===== config.mk =====
export PLATFORM = sky130hd
export DESIGN_NAME = icache_array_updater
export DESIGN_NICKNAME = d
export VERILOG_FILES = /design/src/rtl/icache_pkg.sv /design/src/rtl/icache_plru.sv /design/src/rtl/icache_array_updater.sv
export SDC_FILE = /design/constraint.sdc
export NUM_CORES = 1
export LEC_CHECK = 0
export CAP_MARGIN = 15
export CORE_MARGIN = 2
export CORE_UTILIZATION = 43
export CTS_CLUSTER_SIZE = 14
export DETAILED_ROUTE_END_ITERATION = 8
export GPL_ROUTABILITY_DRIVEN = 0
export HOLD_SLACK_MARGIN = 0.02
export PLACE_DENSITY = 0.86
export SLEW_MARGIN = 20
export SYNTH_ARGS = -nofsm -noshare
export SYNTH_HDL_FRONTEND = slang
export SYNTH_SLANG_ARGS = --single-unit

===== constraint.sdc =====
create_clock -name clk -period 5.1 [get_ports clk]
set_input_delay 1.02 -clock clk [delete_from_list [all_inputs] [get_ports clk]]
set_output_delay 1.02 -clock clk [all_outputs]
set_load 0.02 [all_outputs]

===== src/rtl/icache_pkg.sv =====
// Shared widths, status-bit layout and FSM encoding for the icache array updater.
package icache_pkg;

    localparam int SET_BITS_WIDTH = 4;
    localparam int TAG_WIDTH      = 8;
    localparam int NUM_WAYS       = 4;
    localparam int WAY_BITS       = 2;
    localparam int STATUS_WIDTH   = 2;
    localparam int TA_WORD_WIDTH  = 32;
    localparam int SA_WORD_WIDTH  = 8;

    localparam int VALID_BIT  = 1;
    localparam int RECENT_BIT = 0;

    typedef enum logic [1:0] {
        IDLE  = 2'd0,
        WRITE = 2'd1,
        FLUSH = 2'd2
    } state_e;

endpackage


===== src/rtl/icache_plru.sv =====
// Combinational victim selection and PLRU status update, shared by the fill and hit paths.
module icache_plru
    import icache_pkg::*;
(
    input  logic [SA_WORD_WIDTH-1:0] status_i,
    input  logic                     force_en_i,
    input  logic [WAY_BITS-1:0]      force_way_i,
    output logic [WAY_BITS-1:0]      victim_o,
    output logic [SA_WORD_WIDTH-1:0] status_o
);

    logic                found_inv;
    logic                found_old;
    logic                all_hot;
    logic [WAY_BITS-1:0] inv_way;
    logic [WAY_BITS-1:0] old_way;
    logic [WAY_BITS-1:0] upd_way;

    always_comb begin
        found_inv = 1'b0;
        found_old = 1'b0;
        inv_way   = '0;
        old_way   = '0;
        for (int unsigned w = 0; w < NUM_WAYS; w++) begin
            if (!found_inv && !status_i[w*STATUS_WIDTH + VALID_BIT]) begin
                found_inv = 1'b1;
                inv_way   = WAY_BITS'(w);
            end
            if (!found_old && !status_i[w*STATUS_WIDTH + RECENT_BIT]) begin
                found_old = 1'b1;
                old_way   = WAY_BITS'(w);
            end
        end
        victim_o = found_inv ? inv_way : (found_old ? old_way : '0);
        upd_way  = force_en_i ? force_way_i : victim_o;

        status_o = status_i;
        for (int unsigned w = 0; w < NUM_WAYS; w++) begin
            if (WAY_BITS'(w) == upd_way) begin
                status_o[w*STATUS_WIDTH + VALID_BIT]  = 1'b1;
                status_o[w*STATUS_WIDTH + RECENT_BIT] = 1'b1;
            end
        end

        // Once every way is valid and recent, age all but the one just touched.
        all_hot = 1'b1;
        for (int unsigned w = 0; w < NUM_WAYS; w++) begin
            all_hot = all_hot & status_o[w*STATUS_WIDTH + VALID_BIT]
                              & status_o[w*STATUS_WIDTH + RECENT_BIT];
        end
        if (all_hot) begin
            for (int unsigned w = 0; w < NUM_WAYS; w++) begin
                if (WAY_BITS'(w) != upd_way) begin
                    status_o[w*STATUS_WIDTH + RECENT_BIT] = 1'b0;
                end
            end
        end
    end

endmodule


===== src/rtl/icache_array_updater.sv =====
// Write-side controller for the icache tag/status arrays: miss fills, hit PLRU updates, flush sweep.
// Flush sweep is built only when ICACHE_UPDATER_FLUSH_EN is defined.
module icache_array_updater
    import icache_pkg::*;
#(
    parameter int NUM_SETS       = 16,
    parameter int FLUSH_ON_RESET = 1
) (
    input  logic                      clk,
    input  logic                      arst,
    input  logic                      i_halt,
    input  logic [SET_BITS_WIDTH-1:0] i_fill_set,
    input  logic [TAG_WIDTH-1:0]      i_fill_tag,
    input  logic [SA_WORD_WIDTH-1:0]  i_fill_status,
    input  logic                      i_fill_valid,
    output logic                      o_fill_ready,
    output logic [WAY_BITS-1:0]       o_fill_way,
    input  logic [SET_BITS_WIDTH-1:0] i_hit_set,
    input  logic [WAY_BITS-1:0]       i_hit_way,
    input  logic [SA_WORD_WIDTH-1:0]  i_hit_status,
    input  logic                      i_hit_valid,
    output logic                      o_hit_ready,
    input  logic                      i_flush,
    output logic                      o_flush_busy,
    output logic [SET_BITS_WIDTH-1:0] o_w_ta_set_addr,
    output logic [TA_WORD_WIDTH-1:0]  o_w_ta_data,
    output logic [NUM_WAYS-1:0]       o_w_ta_mask,
    output logic                      o_w_ta_valid,
    input  logic                      i_ta_ready,
    output logic [SET_BITS_WIDTH-1:0] o_w_sa_set_addr,
    output logic [SA_WORD_WIDTH-1:0]  o_w_sa_data,
    output logic [NUM_WAYS-1:0]       o_w_sa_mask,
    output logic                      o_w_sa_valid,
    input  logic                      i_sa_ready,
    output logic                      o_done
);

    state_e                    state_q, state_d;
    logic                      ta_valid_q, ta_valid_d;
    logic [SET_BITS_WIDTH-1:0] ta_set_q, ta_set_d;
    logic [TA_WORD_WIDTH-1:0]  ta_data_q, ta_data_d;
    logic [NUM_WAYS-1:0]       ta_mask_q, ta_mask_d;
    logic                      sa_valid_q, sa_valid_d;
    logic [SET_BITS_WIDTH-1:0] sa_set_q, sa_set_d;
    logic [SA_WORD_WIDTH-1:0]  sa_data_q, sa_data_d;
    logic [NUM_WAYS-1:0]       sa_mask_q, sa_mask_d;
    logic [WAY_BITS-1:0]       fill_way_q, fill_way_d;
    logic                      done_q, done_d;

    logic                      flush_req;
    logic                      flush_busy;
    logic                      idle_ready;
    logic                      fill_acc;
    logic                      hit_acc;
    logic [SA_WORD_WIDTH-1:0]  plru_status_in;
    logic [WAY_BITS-1:0]       plru_victim;
    logic [SA_WORD_WIDTH-1:0]  plru_status_out;

`ifdef ICACHE_UPDATER_FLUSH_EN
    logic [SET_BITS_WIDTH-1:0] cnt_q, cnt_d;
    logic                      boot_done_q, boot_done_d;

    // The post-reset sweep is requested until the first sweep is launched.
    assign flush_req  = i_flush | ((FLUSH_ON_RESET != 0) & ~boot_done_q);
    assign flush_busy = (state_q == FLUSH);
`else
    logic unused_cfg;

    assign flush_req  = 1'b0;
    assign flush_busy = 1'b0;
    assign unused_cfg = ^{i_flush, (NUM_SETS != 0), (FLUSH_ON_RESET != 0)};
`endif

    assign idle_ready = ~arst & (state_q == IDLE) & ~i_halt & ~flush_req & ~flush_busy;
    assign fill_acc   = idle_ready & i_fill_valid;
    assign hit_acc    = idle_ready & i_hit_valid & ~i_fill_valid;

    // Fill wins the shared PLRU whenever it is requesting.
    assign plru_status_in = i_fill_valid ? i_fill_status : i_hit_status;

    icache_plru u_plru (
        .status_i    (plru_status_in),
        .force_en_i  (~i_fill_valid),
        .force_way_i (i_hit_way),
        .victim_o    (plru_victim),
        .status_o    (plru_status_out)
    );

    always_comb begin
        state_d    = state_q;
        ta_valid_d = ta_valid_q;
        ta_set_d   = ta_set_q;
        ta_data_d  = ta_data_q;
        ta_mask_d  = ta_mask_q;
        sa_valid_d = sa_valid_q;
        sa_set_d   = sa_set_q;
        sa_data_d  = sa_data_q;
        sa_mask_d  = sa_mask_q;
        fill_way_d = fill_way_q;
        done_d     = done_q;
`ifdef ICACHE_UPDATER_FLUSH_EN
        cnt_d       = cnt_q;
        boot_done_d = boot_done_q;
`endif
        if (!i_halt) begin
            done_d = 1'b0;
            case (state_q)
                IDLE: begin
`ifdef ICACHE_UPDATER_FLUSH_EN
                    if (flush_req) begin
                        state_d     = FLUSH;
                        boot_done_d = 1'b1;
                        cnt_d       = '0;
                        sa_valid_d  = 1'b1;
                        sa_set_d    = '0;
                        sa_data_d   = '0;
                        sa_mask_d   = '1;
                    end else
`endif
                    if (fill_acc) begin
                        state_d    = WRITE;
                        fill_way_d = plru_victim;
                        ta_valid_d = 1'b1;
                        ta_set_d   = i_fill_set;
                        ta_data_d  = {NUM_WAYS{i_fill_tag}};
                        ta_mask_d  = NUM_WAYS'(1) << plru_victim;
                        sa_valid_d = 1'b1;
                        sa_set_d   = i_fill_set;
                        sa_data_d  = plru_status_out;
                        sa_mask_d  = '1;
                    end else if (hit_acc) begin
                        state_d    = WRITE;
                        sa_valid_d = 1'b1;
                        sa_set_d   = i_hit_set;
                        sa_data_d  = plru_status_out;
                        sa_mask_d  = '1;
                    end
                end
                WRITE: begin
                    ta_valid_d = ta_valid_q & ~i_ta_ready;
                    sa_valid_d = sa_valid_q & ~i_sa_ready;
                    if (!ta_valid_d && !sa_valid_d) begin
                        state_d = IDLE;
                        done_d  = 1'b1;
                    end
                end
`ifdef ICACHE_UPDATER_FLUSH_EN
                FLUSH: begin
                    if (i_sa_ready) begin
                        if (cnt_q == SET_BITS_WIDTH'(NUM_SETS - 1)) begin
                            cnt_d      = '0;
                            sa_set_d   = '0;
                            sa_valid_d = 1'b0;
                            state_d    = IDLE;
                            done_d     = 1'b1;
                        end else begin
                            cnt_d    = cnt_q + SET_BITS_WIDTH'(1);
                            sa_set_d = cnt_q + SET_BITS_WIDTH'(1);
                        end
                    end
                end
`endif
                default: state_d = IDLE;
            endcase
        end
    end

    always_ff @(posedge clk or posedge arst) begin
        if (arst) begin
            state_q     <= IDLE;
            ta_valid_q  <= 1'b0;
            ta_set_q    <= '0;
            ta_data_q   <= '0;
            ta_mask_q   <= '0;
            sa_valid_q  <= 1'b0;
            sa_set_q    <= '0;
            sa_data_q   <= '0;
            sa_mask_q   <= '0;
            fill_way_q  <= '0;
            done_q      <= 1'b0;
`ifdef ICACHE_UPDATER_FLUSH_EN
            cnt_q       <= '0;
            boot_done_q <= 1'b0;
`endif
        end else begin
            state_q     <= state_d;
            ta_valid_q  <= ta_valid_d;
            ta_set_q    <= ta_set_d;
            ta_data_q   <= ta_data_d;
            ta_mask_q   <= ta_mask_d;
            sa_valid_q  <= sa_valid_d;
            sa_set_q    <= sa_set_d;
            sa_data_q   <= sa_data_d;
            sa_mask_q   <= sa_mask_d;
            fill_way_q  <= fill_way_d;
            done_q      <= done_d;
`ifdef ICACHE_UPDATER_FLUSH_EN
            cnt_q       <= cnt_d;
            boot_done_q <= boot_done_d;
`endif
        end
    end

    assign o_fill_ready    = idle_ready;
    assign o_hit_ready     = idle_ready;
    assign o_fill_way      = fill_way_q;
    assign o_flush_busy    = flush_busy;
    assign o_w_ta_set_addr = ta_set_q;
    assign o_w_ta_data     = ta_data_q;
    assign o_w_ta_mask     = ta_mask_q;
    assign o_w_ta_valid    = ta_valid_q;
    assign o_w_sa_set_addr = sa_set_q;
    assign o_w_sa_data     = sa_data_q;
    assign o_w_sa_mask     = sa_mask_q;
    assign o_w_sa_valid    = sa_valid_q;
    assign o_done          = done_q;

endmodule


Word-level counts from Yosys, hierarchy flattened
Index checks and enable logic that the tools add are counted.

word-level totals
  logic and storage cells = 117
  output and inout bits = 64
  bits in registers = 63
  bits of input ports = 42

operators by class
  multiplexer cells = 47
  equality and inequality tests = 10
  reduce and logical (&&, ||, !) cells = 29
  shift operators = 1
  bitwise logic cells = 19

operator list
  cell                                                                number
  2-bit 2-to-1 mux                                                    14
  8-bit 2-to-1 mux                                                    3
  1-bit 2-to-1 mux                                                    23
  4-bit 2-to-1 mux                                                    4
  3-bit AND reduction                                                 5
  1-bit AND                                                           14
  1-bit zero test                                                     12
  1-bit logical AND                                                   7
  2-bit nonzero test                                                  3
  1-bit NOT                                                           5
  2-bit == test (first input constant)                                2
  2-bit zero test                                                     2
  2-bit != test (first input constant)                                2
  2-bit != test (second input constant)                               2
  1-bit one-hot mux with 2 select lines                               2
  2-bit one-hot mux with 2 select lines                               1
  1-bit by 2-bit left shift with 4-bit output (first input constant)  1
  3-bit != test (second input constant)                               1
  1-bit by 2-bit == test with 1-bit output (first input constant)     1
  2-bit by 1-bit == test with 1-bit output (second input constant)    1
  1-bit by 2-bit != test with 1-bit output (first input constant)     1

Longest topological paths before layout
Gate-level depths: netlist of the first run.

  depth in word-level cells = 25
  depth in mapped cells = 9
  depth with buffers taken out = 7

Hierarchy
From an unflattened synthesis of the first run, not the netlist that was laid out.

unflattened totals
  cell total of the unflattened synthesis = 208
  area, all modules = 2,227.1 um^2

modules (own cells, without submodules)
  module                area each (um^2)  instances  seq. area each (um^2)  cells an instance
  icache_array_updater  1,778.0           1          875.8                  143
  icache_plru           449.2             1          0.0                    65

Worst setup path before layout of the first run
Ideal clock, no wire load.

  kind = input-to-output
  start = input i_halt
  end = output o_hit_ready
  cell stages on the path = 2
  setup slack = 2.234 ns
  required time = 4.080 ns
  arrival = 1.846 ns
  cell sequence = nor3_2 buf_4

between the ends
  cells in the longest elaborated chain, start to end = 2

RTL lines
  element              RTL line                    source
  start: declaration   icache_array_updater.sv:11  input logic i_halt,
  1-bit NOT (no line)  --
  1-bit AND            icache_array_updater.sv:74  assign idle_ready = ~arst & (state_q == IDLE) & ~i_halt & ~flush_req & ~flush_busy;
  end: declaration     icache_array_updater.sv:22  output logic o_hit_ready,

Every way passes these cells.

Final worst setup path of the first run
  start = input i_halt
  end = output o_fill_ready

between the ends
  cells in the longest elaborated chain, start to end = 2

RTL lines
  element              RTL line                    source
  1-bit NOT (no line)  --
  1-bit AND            icache_array_updater.sv:74
  end: declaration     icache_array_updater.sv:16  output logic o_fill_ready,

Every way passes these cells.

==> results.txt, run 1 <==
The clock latency on the worst-skew pair came out at 290 ps. TritonCTS created 5 clock buffers. In this run the worst hold path is classified as flop to flop. The core outline area is roughly 4700 um^2.

In this run, synthesis produced a sequential element count of 35. The area of the mapped netlist came out at 2070 um^2. The total setup violations reported at the end of the flow is 0. The largest fanout on the critical path is 10. In the routed design, unresolved DRC markers number 0. The power per standard cell area is 567 nW/um^2.

TritonCTS built the clock tree. The violation count after the first detailed-route iteration came out at roughly 80. Setup repair after global routing left no endpoint under its margin. The number of global-route vias before repair came out at 1854. The count of flip-flops with a built-in enable after synthesis came out at 0. The number of pins with negative max-slew slack in the final report came out at 0. In the post-synthesis netlist, the cell with the most instances is sky130_fd_sc_hd__dfrtp_1. For this run, the top clock speed supported by timing is 261 MHz.

Ranked by total cell area, the synthesized netlist is headed by sky130_fd_sc_hd__dfrtp_1 42%, sky130_fd_sc_hd__buf_4 11%, sky130_fd_sc_hd__mux2_2 6.5%. The actual slew at the worst max-slew pin is 907 ps. For this block, the via count after detailed routing is 1861. The part of the Yosys area used for sequential elements came out at 42.2%. A synthesized cell averages between 9 and 10 um^2. The total wire length after detailed routing came out at 5330 um. The number of instances in the synthesized netlist is ~220. By count the netlist is led by 35 x sky130_fd_sc_hd__dfrtp_1, 29 x sky130_fd_sc_hd__buf_4, 27 x sky130_fd_sc_hd__nand2_1, 12 x sky130_fd_sc_hd__mux2_2. Yosys printed 0 warnings. IR analysis of the VDD net gives a maximum drop of 0.000246 V.

Across the run, the number of max-cap violations was 0. The initial antenna violation count came out at 0. The proportion of register bits with asynchronous set or reset after synthesis is between 90% and 100%. The final clock period utilization by the worst path came out at 75.3%. The clock root buffer is sky130_fd_sc_hd__clkbuf_8. The post-layout utilization of the core is 65.0%. The x dimension of the die came out at 73.4 um. The area share of the largest cell type after synthesis came out at 42.2%. The worst clock skew came out at about 5.5 ps. The count of hold-fix buffers inserted at cts came out at 0. CTS saw 35 sinks. The flow ran to the end, and the final reports show no timing, DRC or antenna violations.

The worst path meets setup with 1260 ps of slack. The most used flip-flop cell after synthesis is sky130_fd_sc_hd__dfrtp_1. The number of buffers inserted to repair setup after CTS came out at 0. The kind of start point of the critical path is an input port. The count of pins on the block boundary is 106. In the final routed layout, each cell accounts on average for 15.3 um.

The count of TritonRoute iterations in the first routing pass came out at 4. The maximum level of the CTS H-tree is 2. From bottom edge to top edge, the die measures between 70 and 80 um. The number of failing hold endpoints at the final stage came to 0. For the finished layout, the period the worst path requires is 3840 ps. Prior to clock tree synthesis, the placed netlist has a worst setup slack of approximately 1200 ps.

Summed over all instances, the cell type with the most area after synthesis is sky130_fd_sc_hd__dfrtp_1. The layout has between 300 and 400 filler cells. The final net count came out at 335. The critical path data required time came out at 4080 ps. The growth of design area from synthesis to finish is 47.1%. The post-detailed-route count of antenna-violating nets is 0. The storage element area came out at a little under 900 um^2.

The count of unique library cells instantiated by Yosys came out at 50. The initial standard-cell utilization of the core came out at 44.2%. The antenna cell count came out at 0. The post-detailed-route via-to-cell ratio is 5.35. Buffers placed on the I/O ports in this run total 103. The post-DP HPWL came out at 4120 um.

The standby leakage power is 0.00128 uW. The layout cell share with drive strength beyond 1 came out at 9.18%. The setup TNS is 0 ps. The clock-pin slew reported for the worst setup and hold paths after clock tree synthesis came out at 60 ps. The number of nets in the synthesized netlist came out at 259. The die covers 5390 um^2. The critical path in this run is classified as input port to output pin. The leftover overflow at the end of global routing is 0. The largest net degree at the start of global routing came out at 36. The total global-route track usage came out at between 20% and 30%. The floorplan has 25 rows. The global-route wire length before repair is 8620 um. Summing all multi-input logic gate instances after layout gives 906 um^2. STA classifies the critical path endpoint as an output pin. The number of gates resized after CTS is 0. The max-slew headroom at the worst pin is 39.4%.

The clock passes through at most 2 buffers. At the worst endpoint, the arrival time is approximately 2800 ps.
-- layout by cell type, fill, tap and decap left out, types with 4 or more instances in the layout --
master and count:
sky130_fd_sc_hd__clkdlybuf4s50_1 103, sky130_fd_sc_hd__dfrtp_1 35, sky130_fd_sc_hd__nand2_1 27, sky130_fd_sc_hd__mux2_2 12, sky130_fd_sc_hd__o21ai_0 10, sky130_fd_sc_hd__inv_1 10
sky130_fd_sc_hd__nor2_1 8, sky130_fd_sc_hd__mux2i_1 6, sky130_fd_sc_hd__clkbuf_8 6, sky130_fd_sc_hd__nand3_1 5, sky130_fd_sc_hd__nor2b_1 5, sky130_fd_sc_hd__nand2b_1 5
sky130_fd_sc_hd__o22ai_1 5, sky130_fd_sc_hd__a21oi_1 5, sky130_fd_sc_hd__o21a_1 4, sky130_fd_sc_hd__a31oi_1 4
-- area by class of cell --
type,count,share of cell area (%)
repair buffers,105,34.3
well taps,54,2.21
flip-flops and latches,35,28.7
inverters,10,1.23
clock inverters,2,1.15
clock buffers,6,2.71
multi-input cells,136,29.7
-- critical path, stage by stage --
cell                              delay (ps)
sky130_fd_sc_hd__clkdlybuf4s50_1         490
sky130_fd_sc_hd__nor3_2                  580
sky130_fd_sc_hd__clkdlybuf4s50_1         730
-- state kept, by name, indices dropped and copies added (netlist names) --
| name | count |
|---|---|
| o_w_sa_data | 8 |
| state_q | 1 |
| o_w_sa_valid | 1 |
| o_w_ta_set_addr | 4 |
| o_done | 1 |
| o_w_sa_set_addr | 4 |
| o_w_ta_mask | 4 |
| o_w_ta_data | 8 |
| o_fill_way | 2 |
| o_w_ta_valid | 1 |
| o_w_sa_mask | 1 |
-- report_power, final --
| group | internal, uW | switching, uW | total [uW] |
|---|---|---|---|
| sequential | 403 | 93.4 | 496 |
| clock | 158 | 100 | 258 |
| combinational | 498 | 477 | 974 |
| total | 1060 | 670 | 1730 |
-- path summary, 6_finish.rpt --
check,startpoint,end,slack (ps),cells past startpoint
max,i_halt,o_fill_ready,1260,3
min,o_w_ta_mask[1],o_w_ta_mask[1],470,2
max reg2reg,state_q[0],o_w_ta_set_addr[1],2810,3
min reg2reg,o_w_ta_mask[1],o_w_ta_mask[1],470,2
max in group asynchronous,arst,o_w_ta_data[28],3590,3
min in group asynchronous,arst,o_w_ta_data[27],1190,3
-- per-stage QoR --
stage	cells	power (uW)	area, um^2	hold WS (ps)
finish	348	1730	3050	475
detailed placement	340	1480	2930	465
floorplan	217	1090	2070	485
global route	348	1830	3050	515
CTS	348	1750	3050	481
global placement	340	1460	2930	462
-- cell families after synthesis --
logic type | count (synthesis) | synth area share [%]
other | 1 | 0.181
DFF | 35 | 42.2
buffers and inverters | 46 | 14.1
and+or+nand+nor | 67 | 16.5
muxes | 18 | 9.41
AOI/OAI and AO/OA | 50 | 17.6
-- per-layer routing --
layer / vias to the layer above / global-route usage [%] / wire length, um
met1: 878 / 24.1 / 2210
met5: - / 0 / 0
met4: 0 / 7.88 / 72
met3: 6 / 5.76 / 400
met2: 78 / 36.3 / 2640
li1: 899 / - / -
No activity file was read; power rests on OpenSTA's default activity.
==> inputs of run 2 (changes only) <==
--- a/config.mk
+++ b/config.mk
@@ -7,12 +7,12 @@
 export LEC_CHECK = 0
 export CAP_MARGIN = 15
 export CORE_MARGIN = 2
-export CORE_UTILIZATION = 43
+export CORE_UTILIZATION = 40
 export CTS_CLUSTER_SIZE = 14
 export DETAILED_ROUTE_END_ITERATION = 8
 export GPL_ROUTABILITY_DRIVEN = 0
 export HOLD_SLACK_MARGIN = 0.02
-export PLACE_DENSITY = 0.86
+export PLACE_DENSITY = 0.81
 export SLEW_MARGIN = 20
 export SYNTH_ARGS = -nofsm -noshare
 export SYNTH_HDL_FRONTEND = slang
==> constraint.sdc (replaced) <==
create_clock -name clk -period 4 [get_ports clk]
set_input_delay 0.8 -clock clk [delete_from_list [all_inputs] [get_ports clk]]
set_output_delay 0.8 -clock clk [all_outputs]
set_load 0.02 [all_outputs]
==> results.txt, run 2 (synthesized netlist as in run 1, its figures left out) <==
The run finished with clean final reports. The violation count after the first detailed-route iteration was 63 (-23%). From synthesis to final layout, the design area changed by 48.2%. The maximum level of the CTS H-tree was 2 (unchanged). The storage element area came out at 876 um^2 (unchanged). The setup path with the least slack is of type input port to flop. The worst voltage drop across the vdd grid came out at 0.000419 V (+70%). The final net count is 340 (+1.5%). The library cell used most frequently in the layout, excluding fill and tap cells, is sky130_fd_sc_hd__clkdlybuf4s50_1. The internal portion of total power is 1280 uW (+21%). The critical path data required time came out at 4220 ps (+140 ps).

The clock-pin slew reported for the worst setup and hold paths after clock tree synthesis is 70 ps (about the same). Dividing the final minimum period by the clock period gives 81.5%. The worst setup path is launched from an input port. The standby leakage power came out at 0.00129 uW (+0.43%).

The worst hold slack after final layout came out at 478 ps (+3.09 ps). The overall die area is 5780 um^2 (+7.1%). The total global-route track usage came out at 18.4% (-2.4 points).

The power per standard cell area is 688 nW/um^2 (+21%). The die outline height is 76.0 um (+3.5%). The critical path goes through clkdlybuf4s50_1, nand4b_1, a222oi_1, o211a_1, nor3_1, a221o_1, nand4_2, o221a_1.

The number of maximum-capacitance constraint violations is 0 (unchanged). The power spent charging and discharging nets is 838 uW (+25%). The max-slew headroom at the worst pin is 35.2% (-4.1 points). The total number of vias is 1899 (+2.0%). The proportion of power drawn by the clock network is 11.5% (-3.4 points). The initial standard-cell utilization of the core is 41.1% (-3.1 points).

The share of power burned in combinational logic came to 58.9% (+2.5 points). The worst clock skew came out at 7.65 ps (+2.19 ps). The routed design could run at a clock period as short as 3260 ps.

The number of sinks driven by the clock tree came to 35 (unchanged). The number of global-route vias before repair was 1923 (+3.7%). The count of pins on the block boundary was 106 (unchanged). The number of failing hold endpoints at the final stage is 0 (unchanged). The x dimension of the die is 76.0 um (+3.5%). The setup TNS is 0 ps (unchanged). The highest cell delay on the worst timing path came out at 640 ps (-90 ps). The global-route wire length before repair came out at 8790 um (+2.0%).

Clock tree synthesis selected as its root buffer the cell sky130_fd_sc_hd__clkbuf_8. The average wire per cell in the routed design came out at 14.4 um (-6.1%). The number of filler instances in the final layout is 430 (+9.4%). The largest fanout on the critical path is 13 (+3).

The layout cell share with drive strength beyond 1 came out at 10.0% (+0.85 points). The actual slew at the worst max-slew pin is 970 ps (+63.1 ps). The leftover overflow at the end of global routing is 0 (unchanged).

The cell row count is 26 (+4.0%). In the layout the commonest cells are 103 x sky130_fd_sc_hd__clkdlybuf4s50_1, 35 x sky130_fd_sc_hd__dfrtp_1, 27 x sky130_fd_sc_hd__nand2_1. The DRC violations left is 0 (unchanged). The antenna cell count came to 0 (unchanged). The endpoint kind of the worst setup timing path is a flop.

The number of gates resized after CTS came out at 0 (unchanged). The quantity of I/O buffers inserted on ports is 103 (unchanged). Static timing analysis puts the maximum clock frequency at just over 300 MHz. The number of clock buffers inserted by TritonCTS came to 5 (unchanged). Setup repair after global routing left no endpoint under its margin. The switching portion of total power came out at 39.6% (+0.88 points). The total setup violations reported at the end of the flow is 0 (unchanged). The standard cell area after detailed placement is 2990 um^2 (+2.0%). The arrival time at the worst endpoint came out at 3480 ps (+660 ps). The core outline area came out at 5040 um^2 (+7.5%).

The largest net degree at the start of global routing came out at 28 (-22%). The fraction of power consumed by sequential logic is 29.6% (+0.9 points). The count of TritonRoute iterations in the first routing pass is 4 (unchanged). Among all stages on the critical path, the largest delay is contributed by sky130_fd_sc_hd__clkdlybuf4s50_1. The buffer depth of the longest clock path is 2 (unchanged).

The multi-input logic area is 906 um^2 (unchanged). The count of hold-fix buffers inserted at cts is 0 (unchanged). The post-detailed-route count of antenna-violating nets is 0 (unchanged). The number of pins with negative max-slew slack in the final report is 0 (unchanged). The total wire length after detailed routing came out at 5300 um (-0.47%). The design area came out at 3070 um^2 (+0.70%).

The number of buffers inserted to repair setup after CTS is 0 (unchanged). The worst hold path belongs to the class flop to flop. The clock latency on the worst-skew pair is 280 ps (about the same). The post-detailed-route via-to-cell ratio came out at 5.15 (-3.8%).

The initial antenna violation count was 0 (unchanged). TritonCTS built the clock tree. The post-DP HPWL was 4210 um (+2.0%). The post-layout utilization of the core is 60.9% (-4.1 points).
-- run 2: layer usage --
| metal | vias up | global-route usage [%] | share of wire [%] |
|---|---|---|---|
| li1 | 908 | - | - |
| met1 | 905 | 22.2 | 42 |
| met2 | 82 | 32.1 | 50 |
| met3 | 4 | 4.74 | 7.2 |
| met4 | 0 | 6.36 | 0.55 |
| met5 | - | 0 | 0 |
-- run 2: layout make-up --
type / instances / share of cell area (%)
repair buffers: 110 / 35.3
multi-input cells: 136 / 29.5
flip-flops and latches: 35 / 28.5
well taps: 70 / 2.85
clock buffers: 7 / 2.48
inverters: 10 / 1.22
clock inverters: 1 / 0.163
-- run 2: path summary, 6_finish.rpt --
path	start	to	slack [ps]	cells after the start
worst min register to register	o_done	o_done	480	2
min in group asynchronous	arst	o_w_ta_set_addr[3]	1100	2
worst max register to register	state_q[0]	o_w_sa_data[2]	2310	5
worst min-delay path	o_done	o_done	480	2
max in group asynchronous	arst	o_fill_way[0]	2240	3
worst max-delay path	i_fill_valid	o_w_sa_data[2]	740	8
-- run 2: per-stage QoR --
stage / power, uW / setup slack [ps] / std cells
2_1_floorplan: 1390 / 1500 / 217
3_3_place_gp: 1860 / 559 / 361
3_5_place_dp: 1890 / 515 / 361
4_1_cts: 2130 / 794 / 369
5_1_grt: 2230 / 606 / 369
6_report: 2110 / 741 / 369
-- run 2: power by group through the flow --
stage | Combinational (uW) | Clock (uW) | Sequential [uW]
final | 1250 | 244 | 626
after CTS | 1260 | 247 | 629
after global routing | 1310 | 263 | 652
after detailed placement | 1260 | 0 | 635
after floorplan | 572 | 0 | 820
after global placement | 1240 | 0 | 624
-- run 2: critical path, delay by kind of cell --
kind                   cells  cell delay [ps]
and+or+nand+nor            3              540
buffers and inverters      1              640
AOI/OAI and AO/OA          4             1490
